`src/rtl/msg_deframer_if.sv`:
```
// Word-in / message-out bundle between a UART receiver side and the deframer.
// The master drives received words; the slave (deframer) drives results and status.
interface msg_deframer_if #(
    parameter int WORD_SIZE        = 8,
    parameter int WORDS_PER_PACKET = 4
);
    logic [WORD_SIZE-1:0]                  data_in;
    logic                                  data_in_valid;
    logic [WORD_SIZE*WORDS_PER_PACKET-1:0] data_out;
    logic                                  data_out_valid;
    logic                                  err_checksum;
    logic                                  err_timeout;
    logic [7:0]                            err_count;
    logic                                  busy;

    modport master (
        output data_in, data_in_valid,
        input  data_out, data_out_valid, err_checksum, err_timeout, err_count, busy
    );

    modport slave (
        input  data_in, data_in_valid,
        output data_out, data_out_valid, err_checksum, err_timeout, err_count, busy
    );
endinterface

```
`src/rtl/msg_deframer.sv`:
```
// Message deframer: SYNC word, fixed-length payload, XOR check word.
// Emits the last good payload, error strobes and a saturating reject counter.
module msg_deframer #(
    parameter int                   WORD_SIZE        = 8,
    parameter int                   WORDS_PER_PACKET = 4,
    parameter logic [WORD_SIZE-1:0] SYNC_WORD        = 8'hA5,
    parameter int                   TIMEOUT_CLKS     = 10800
) (
    input  logic            clk,
    input  logic            reset,
    msg_deframer_if.slave   bus
);
    localparam int PKT_W = WORD_SIZE * WORDS_PER_PACKET;
    localparam int IDX_W = (WORDS_PER_PACKET > 1) ? $clog2(WORDS_PER_PACKET) : 1;
    localparam int TMO_W = (TIMEOUT_CLKS > 1) ? $clog2(TIMEOUT_CLKS) : 1;
    localparam logic [IDX_W-1:0] LAST_IDX = IDX_W'(WORDS_PER_PACKET - 1);
    localparam logic [TMO_W-1:0] TMO_LAST = TMO_W'(TIMEOUT_CLKS - 1);

    typedef enum logic [1:0] {
        IDLE,
        PAYLOAD,
        CHECK
    } state_t;

    state_t               state_reg;
    logic [IDX_W-1:0]     idx_reg;
    logic [TMO_W-1:0]     tmo_reg;
    logic [WORD_SIZE-1:0] xor_reg;
    logic [WORD_SIZE-1:0] payload_reg [WORDS_PER_PACKET];
    logic [PKT_W-1:0]     payload_packed;
    logic [PKT_W-1:0]     data_out_reg;
    logic                 data_out_valid_reg;
    logic                 err_checksum_reg;
    logic                 err_timeout_reg;
    logic [7:0]           err_count_reg;
    logic [7:0]           err_count_next;
    logic                 timeout_hit;

    // First received word lands in the MSBs of the message.
    generate
        for (genvar gi = 0; gi < WORDS_PER_PACKET; gi++) begin : g_pack
            assign payload_packed[(WORDS_PER_PACKET-1-gi)*WORD_SIZE +: WORD_SIZE] = payload_reg[gi];
        end
    endgenerate

    assign err_count_next = (err_count_reg == 8'hFF) ? err_count_reg : err_count_reg + 8'd1;
    assign timeout_hit    = (tmo_reg == TMO_LAST);

    // Payload words need no reset: they only reach data_out after a full, checked frame.
    always_ff @(posedge clk) begin
        if (state_reg == PAYLOAD && bus.data_in_valid) begin
            payload_reg[idx_reg] <= bus.data_in;
        end
    end

    always_ff @(posedge clk or posedge reset) begin
        if (reset) begin
            state_reg          <= IDLE;
            idx_reg            <= '0;
            tmo_reg            <= '0;
            xor_reg            <= '0;
            data_out_reg       <= '0;
            data_out_valid_reg <= 1'b0;
            err_checksum_reg   <= 1'b0;
            err_timeout_reg    <= 1'b0;
            err_count_reg      <= '0;
        end else begin
            data_out_valid_reg <= 1'b0;
            err_checksum_reg   <= 1'b0;
            err_timeout_reg    <= 1'b0;
            case (state_reg)
                IDLE: begin
                    if (bus.data_in_valid && bus.data_in == SYNC_WORD) begin
                        state_reg <= PAYLOAD;
                        idx_reg   <= '0;
                        xor_reg   <= '0;
                        tmo_reg   <= '0;
                    end
                end
                PAYLOAD: begin
                    if (bus.data_in_valid) begin
                        xor_reg <= xor_reg ^ bus.data_in;
                        tmo_reg <= '0;
                        if (idx_reg == LAST_IDX) begin
                            state_reg <= CHECK;
                        end else begin
                            idx_reg <= idx_reg + 1'b1;
                        end
                    end else if (timeout_hit) begin
                        err_timeout_reg <= 1'b1;
                        err_count_reg   <= err_count_next;
                        state_reg       <= IDLE;
                        tmo_reg         <= '0;
                    end else begin
                        tmo_reg <= tmo_reg + 1'b1;
                    end
                end
                CHECK: begin
                    // An arriving word always beats a timeout firing in the same cycle.
                    if (bus.data_in_valid) begin
                        if (bus.data_in == xor_reg) begin
                            data_out_reg       <= payload_packed;
                            data_out_valid_reg <= 1'b1;
                        end else begin
                            err_checksum_reg <= 1'b1;
                            err_count_reg    <= err_count_next;
                        end
                        state_reg <= IDLE;
                        tmo_reg   <= '0;
                    end else if (timeout_hit) begin
                        err_timeout_reg <= 1'b1;
                        err_count_reg   <= err_count_next;
                        state_reg       <= IDLE;
                        tmo_reg         <= '0;
                    end else begin
                        tmo_reg <= tmo_reg + 1'b1;
                    end
                end
                default: state_reg <= IDLE;
            endcase
        end
    end

    assign bus.data_out       = data_out_reg;
    assign bus.data_out_valid = data_out_valid_reg;
    assign bus.err_checksum   = err_checksum_reg;
    assign bus.err_timeout    = err_timeout_reg;
    assign bus.err_count      = err_count_reg;
    assign bus.busy           = (state_reg != IDLE);
endmodule

```
`src/flat_wrapper.sv`:
```
// flat-port wrapper written by rule: the top's interface ports become plain ports
module msg_deframer_flat 
#(
    parameter int                   WORD_SIZE        = 8,
    parameter int                   WORDS_PER_PACKET = 4,
    parameter logic [WORD_SIZE-1:0] SYNC_WORD        = 8'hA5,
    parameter int                   TIMEOUT_CLKS     = 10800
)
  (clk, reset, bus_data_in, bus_data_in_valid, bus_data_out, bus_data_out_valid, bus_err_checksum, bus_err_timeout, bus_err_count, bus_busy);
  msg_deframer_if #(.WORD_SIZE(WORD_SIZE), .WORDS_PER_PACKET(WORDS_PER_PACKET)) bus_i ();
  input  logic clk;
  input  logic reset;
  input wire logic [$bits(bus_i.data_in)-1:0] bus_data_in;
  input wire logic [$bits(bus_i.data_in_valid)-1:0] bus_data_in_valid;
  output wire logic [$bits(bus_i.data_out)-1:0] bus_data_out;
  output wire logic [$bits(bus_i.data_out_valid)-1:0] bus_data_out_valid;
  output wire logic [$bits(bus_i.err_checksum)-1:0] bus_err_checksum;
  output wire logic [$bits(bus_i.err_timeout)-1:0] bus_err_timeout;
  output wire logic [$bits(bus_i.err_count)-1:0] bus_err_count;
  output wire logic [$bits(bus_i.busy)-1:0] bus_busy;
  assign bus_i.data_in = bus_data_in;
  assign bus_i.data_in_valid = bus_data_in_valid;
  assign bus_data_out = bus_i.data_out;
  assign bus_data_out_valid = bus_i.data_out_valid;
  assign bus_err_checksum = bus_i.err_checksum;
  assign bus_err_timeout = bus_i.err_timeout;
  assign bus_err_count = bus_i.err_count;
  assign bus_busy = bus_i.busy;
  msg_deframer #(.WORD_SIZE(WORD_SIZE), .WORDS_PER_PACKET(WORDS_PER_PACKET), .SYNC_WORD(SYNC_WORD), .TIMEOUT_CLKS(TIMEOUT_CLKS)) u_core (.clk(clk), .reset(reset), .bus(bus_i));
endmodule
```
`config.mk`:
```
export PLATFORM = sky130hd
export DESIGN_NAME = msg_deframer_flat
export DESIGN_NICKNAME = d
export VERILOG_FILES = /design/src/rtl/msg_deframer_if.sv /design/src/rtl/msg_deframer.sv /design/src/flat_wrapper.sv
export SDC_FILE = /design/constraint.sdc
export NUM_CORES = 1
export LEC_CHECK = 0
export CAP_MARGIN = 30
export CORE_UTILIZATION = 54
export CTS_BUF_LIST = sky130_fd_sc_hd__clkbuf_16
export DETAILED_ROUTE_END_ITERATION = 7
export PLACE_DENSITY = 0.78
export SYNTH_ARGS = -nofsm -noshare
export SYNTH_HDL_FRONTEND = slang
export SYNTH_SLANG_ARGS = --single-unit
```
`constraint.sdc`:
```
create_clock -name clk -period 3.9 [get_ports clk]
set_clock_uncertainty 0.15 [all_clocks]
set_input_delay 1.17 -clock clk [delete_from_list [all_inputs] [get_ports clk]]
set_output_delay 1.17 -clock clk [all_outputs]
set_load 0.1 [all_outputs]
```
==> run_results.csv <==
group,metric,value,unit
run_status,status,"finished, final reports clean",
worst_setup_path,cp_data_arrival_time,3.19,ns
layout,area_growth,20.6,%
logic_synthesis,synth_cell_type_count,50,
logic_synthesis,ys.warnings.count,0,
timing,min_period,3.12,ns
clocking,clock_path_buffers,2,
floorplanning,dieArea,0.00845,sq mm
layout,layout_common_cells,"dfrtp_1 (69), buf_4 (51), mux2_2 (33)",
floorplanning,die_h,91.9,um
power,p_leak,2.36,nW
global_routing,track_usage,0.219,
placement,dp_worst_setup_slack,0.468,ns
timing,drv_slew,0,
routing,drt_wl_total,8.52,mm
job,cap_violations,0,
global_routing,grt_overflow,0,
worst_setup_path,worstSetupEndpointType,"flip-flop",
logic_synthesis,synth_edf_count,32,
timing,fin_setup_tns,0,ns
timing,rsz0062_at_grt,"false",
power,pwr_density_cell,422,mW/mm^2
clocking,postCtsHoldBufs,0,
floorplanning,row_count,32,
placement,io_buffers,54,
logic_synthesis,synth_top_area_frac,0.395,
logic_synthesis,syn_area,0.00437,sq mm
worst_setup_path,worstSetupStartpointType,"primary input",
routing,drcViolationCount,0,
worst_setup_path,path_class,"in2reg",
hold_path,hp-class,"reg2reg",
clocking,cts.sinks,101,
power,vdd_drop_max,198,uV
timing,maxClockFrequency,321,MHz
worst_setup_path,critPathMaxFanout,40,
routing,route.antenna.remaining_nets,0,
layout,n_antenna_cell,0,
layout,drive_above_1_share,0.269,
timing,final.setup.worst_slack,0.780,ns
placement,dp_hpwl,5.81,mm
timing,tightest_slew,0.574,ns
timing,setup_violations,0,
global_routing,grt_max_degree,70,
clocking,cts_buffers,9,
logic_synthesis,postSynthCellCount,332,
clocking,clkLatencyLatePin,0.33,ns
routing,wl_per_cell,16.9,um
timing,slew_headroom,0.616,
logic_synthesis,avgSynthCellArea,13.2,sq um
worst_setup_path,crit_required,3.97,ns
logic_synthesis,yosysSeqAreaShare,0.615,
clocking,post_cts_buffers,0,
clocking,h-tree-depth,3,
layout,final_common_cell,"dfrtp_1",
logic_synthesis,yosys-top-cells-area,"dfrtp_1 (40%), edfxtp_1 (22%), mux2_2 (8.5%)",
timing,hold_viol,0,
timing,whs,0.325,ns
clocking,cts_root_buf,"clkbuf_16",
logic_synthesis,synthesis.nets,353,
layout,fin_util,0.678,
logic_synthesis,synthFlopType,"dfrtp_1",
routing,vias,2833,
logic_synthesis,yosys_register_bits,101,
global_routing,grt_pass1_wl,14.3,mm
placement,dpl_cell_area,0.00497,sq mm
placement,gp_congestion,0.881,
layout,nNetsFinal,417,
floorplanning,start_util,0.562,
global_routing,antenna_found_initial,0,
global_routing,grt_pass1_vias,2780,
logic_synthesis,synth_top_area_cell,"dfrtp_1",
floorplanning,die_w,91.9,um
floorplanning,boundaryPins,55,
floorplanning,core_area,0.00777,sq mm
clocking,tritoncts,"yes",
routing,drtIter0Drc,131,
timing,fin_crit_sh,0.800,
clocking,post_cts_resized,0,
logic_synthesis,synthArstFlopShare,0.683,
routing,vias_per_cell,5.63,
clocking,clkTransAtPathRegs,0.07,ns
layout,finalInstanceArea,0.00527,sq mm
routing,first_pass_iters,4,
## synthesized netlist by cell type (5+ instances only)
master / count
nor4b_1: 6
nor2b_1: 9
xnor2_1: 5
o21ai_0: 25
ha_1: 10
nand2b_1: 11
and3_1: 8
mux2_2: 33
dfrtp_1: 69
xor2_1: 5
nand3_1: 14
edfxtp_1: 32
nor3_1: 6
inv_1: 8
nand4_1: 5
nor2_1: 8
a22o_1: 6
nand2_1: 20
## per-layer routing
| metal | part of all wire | up-vias | wire [um] | global-route usage |
|---|---|---|---|---|
| met5 | 0 | - | 0 | 0 |
| met2 | 0.45 | 67 | 3850 | 0.320 |
| met1 | 0.48 | 1410 | 4060 | 0.331 |
| met3 | 0.057 | 14 | 482 | 0.0390 |
| met4 | 0.016 | 0 | 134 | 0.0755 |
| li1 | - | 1342 | - | - |
## worst max-delay path, cell delays in order
cell and delay [ns]:
clkdlybuf4s50_1 0.66, nand2b_1 0.16, nand4_1 0.20, nor4_4 0.31, buf_12 0.26, nor3_1 0.12, mux2_2 0.29
## worst paths after layout
kind                                     startpoint                 endpoint  slack (ns)  depth (start not counted)
hold reg to reg            u_core.payload_reg[1][5]         bus_data_out[21]        0.32                          1
setup reg to reg                  u_core.tmo_reg[0]  u_core.bus.err_count[1]        1.50                          6
max in group asynchronous                     reset          bus_data_out[8]        2.24                          3
setup / recovery                     bus_data_in[5]  u_core.bus.err_count[1]        0.78                          7
hold / removal             u_core.payload_reg[1][5]         bus_data_out[21]        0.32                          1
min in group asynchronous                     reset  u_core.bus.err_count[4]        1.07                          3
## layout make-up
| class | instances | area, sq um |
|---|---|---|
| well taps | 102 | 128 |
| clock inverters | 7 | 73.8 |
| clock buffers | 9 | 225 |
| flip-flops and latches | 101 | 2690 |
| repair buffers | 63 | 523 |
| inverters | 8 | 30.0 |
| fillers | 557 | 2500 |
| multi-input cells | 213 | 1600 |
## power breakdown
group	leakage, nW	internal [mW]	switching [mW]
Sequential	1.24	1.11	0.0201
Combinational	0.967	0.0580	0.146
Clock	0.147	0.501	0.386
Total	2.36	1.67	0.552
## kinds of logic (layout without fill, tap and decap cells)
family	Yosys count	in the layout	synth area share
and+or+nand+nor	104	104	0.142
xor gates and xnor gates	10	10	0.0201
AOI/OAI and AO/OA	52	52	0.0785
DFF	101	101	0.615
buffers and inverters	18	87	0.0206
adders and majority gates	10	10	0.0286
muxes	37	37	0.0948
## metrics by stage
| stage | total power [mW] | instances |
|---|---|---|
| floorplan | 1.29 | 332 |
| detailed placement | 1.36 | 487 |
| global route | 2.31 | 503 |
| global placement | 1.36 | 487 |
| finish | 2.22 | 503 |
| CTS | 2.24 | 503 |
Note: power is estimated with default switching activity, not from simulation.
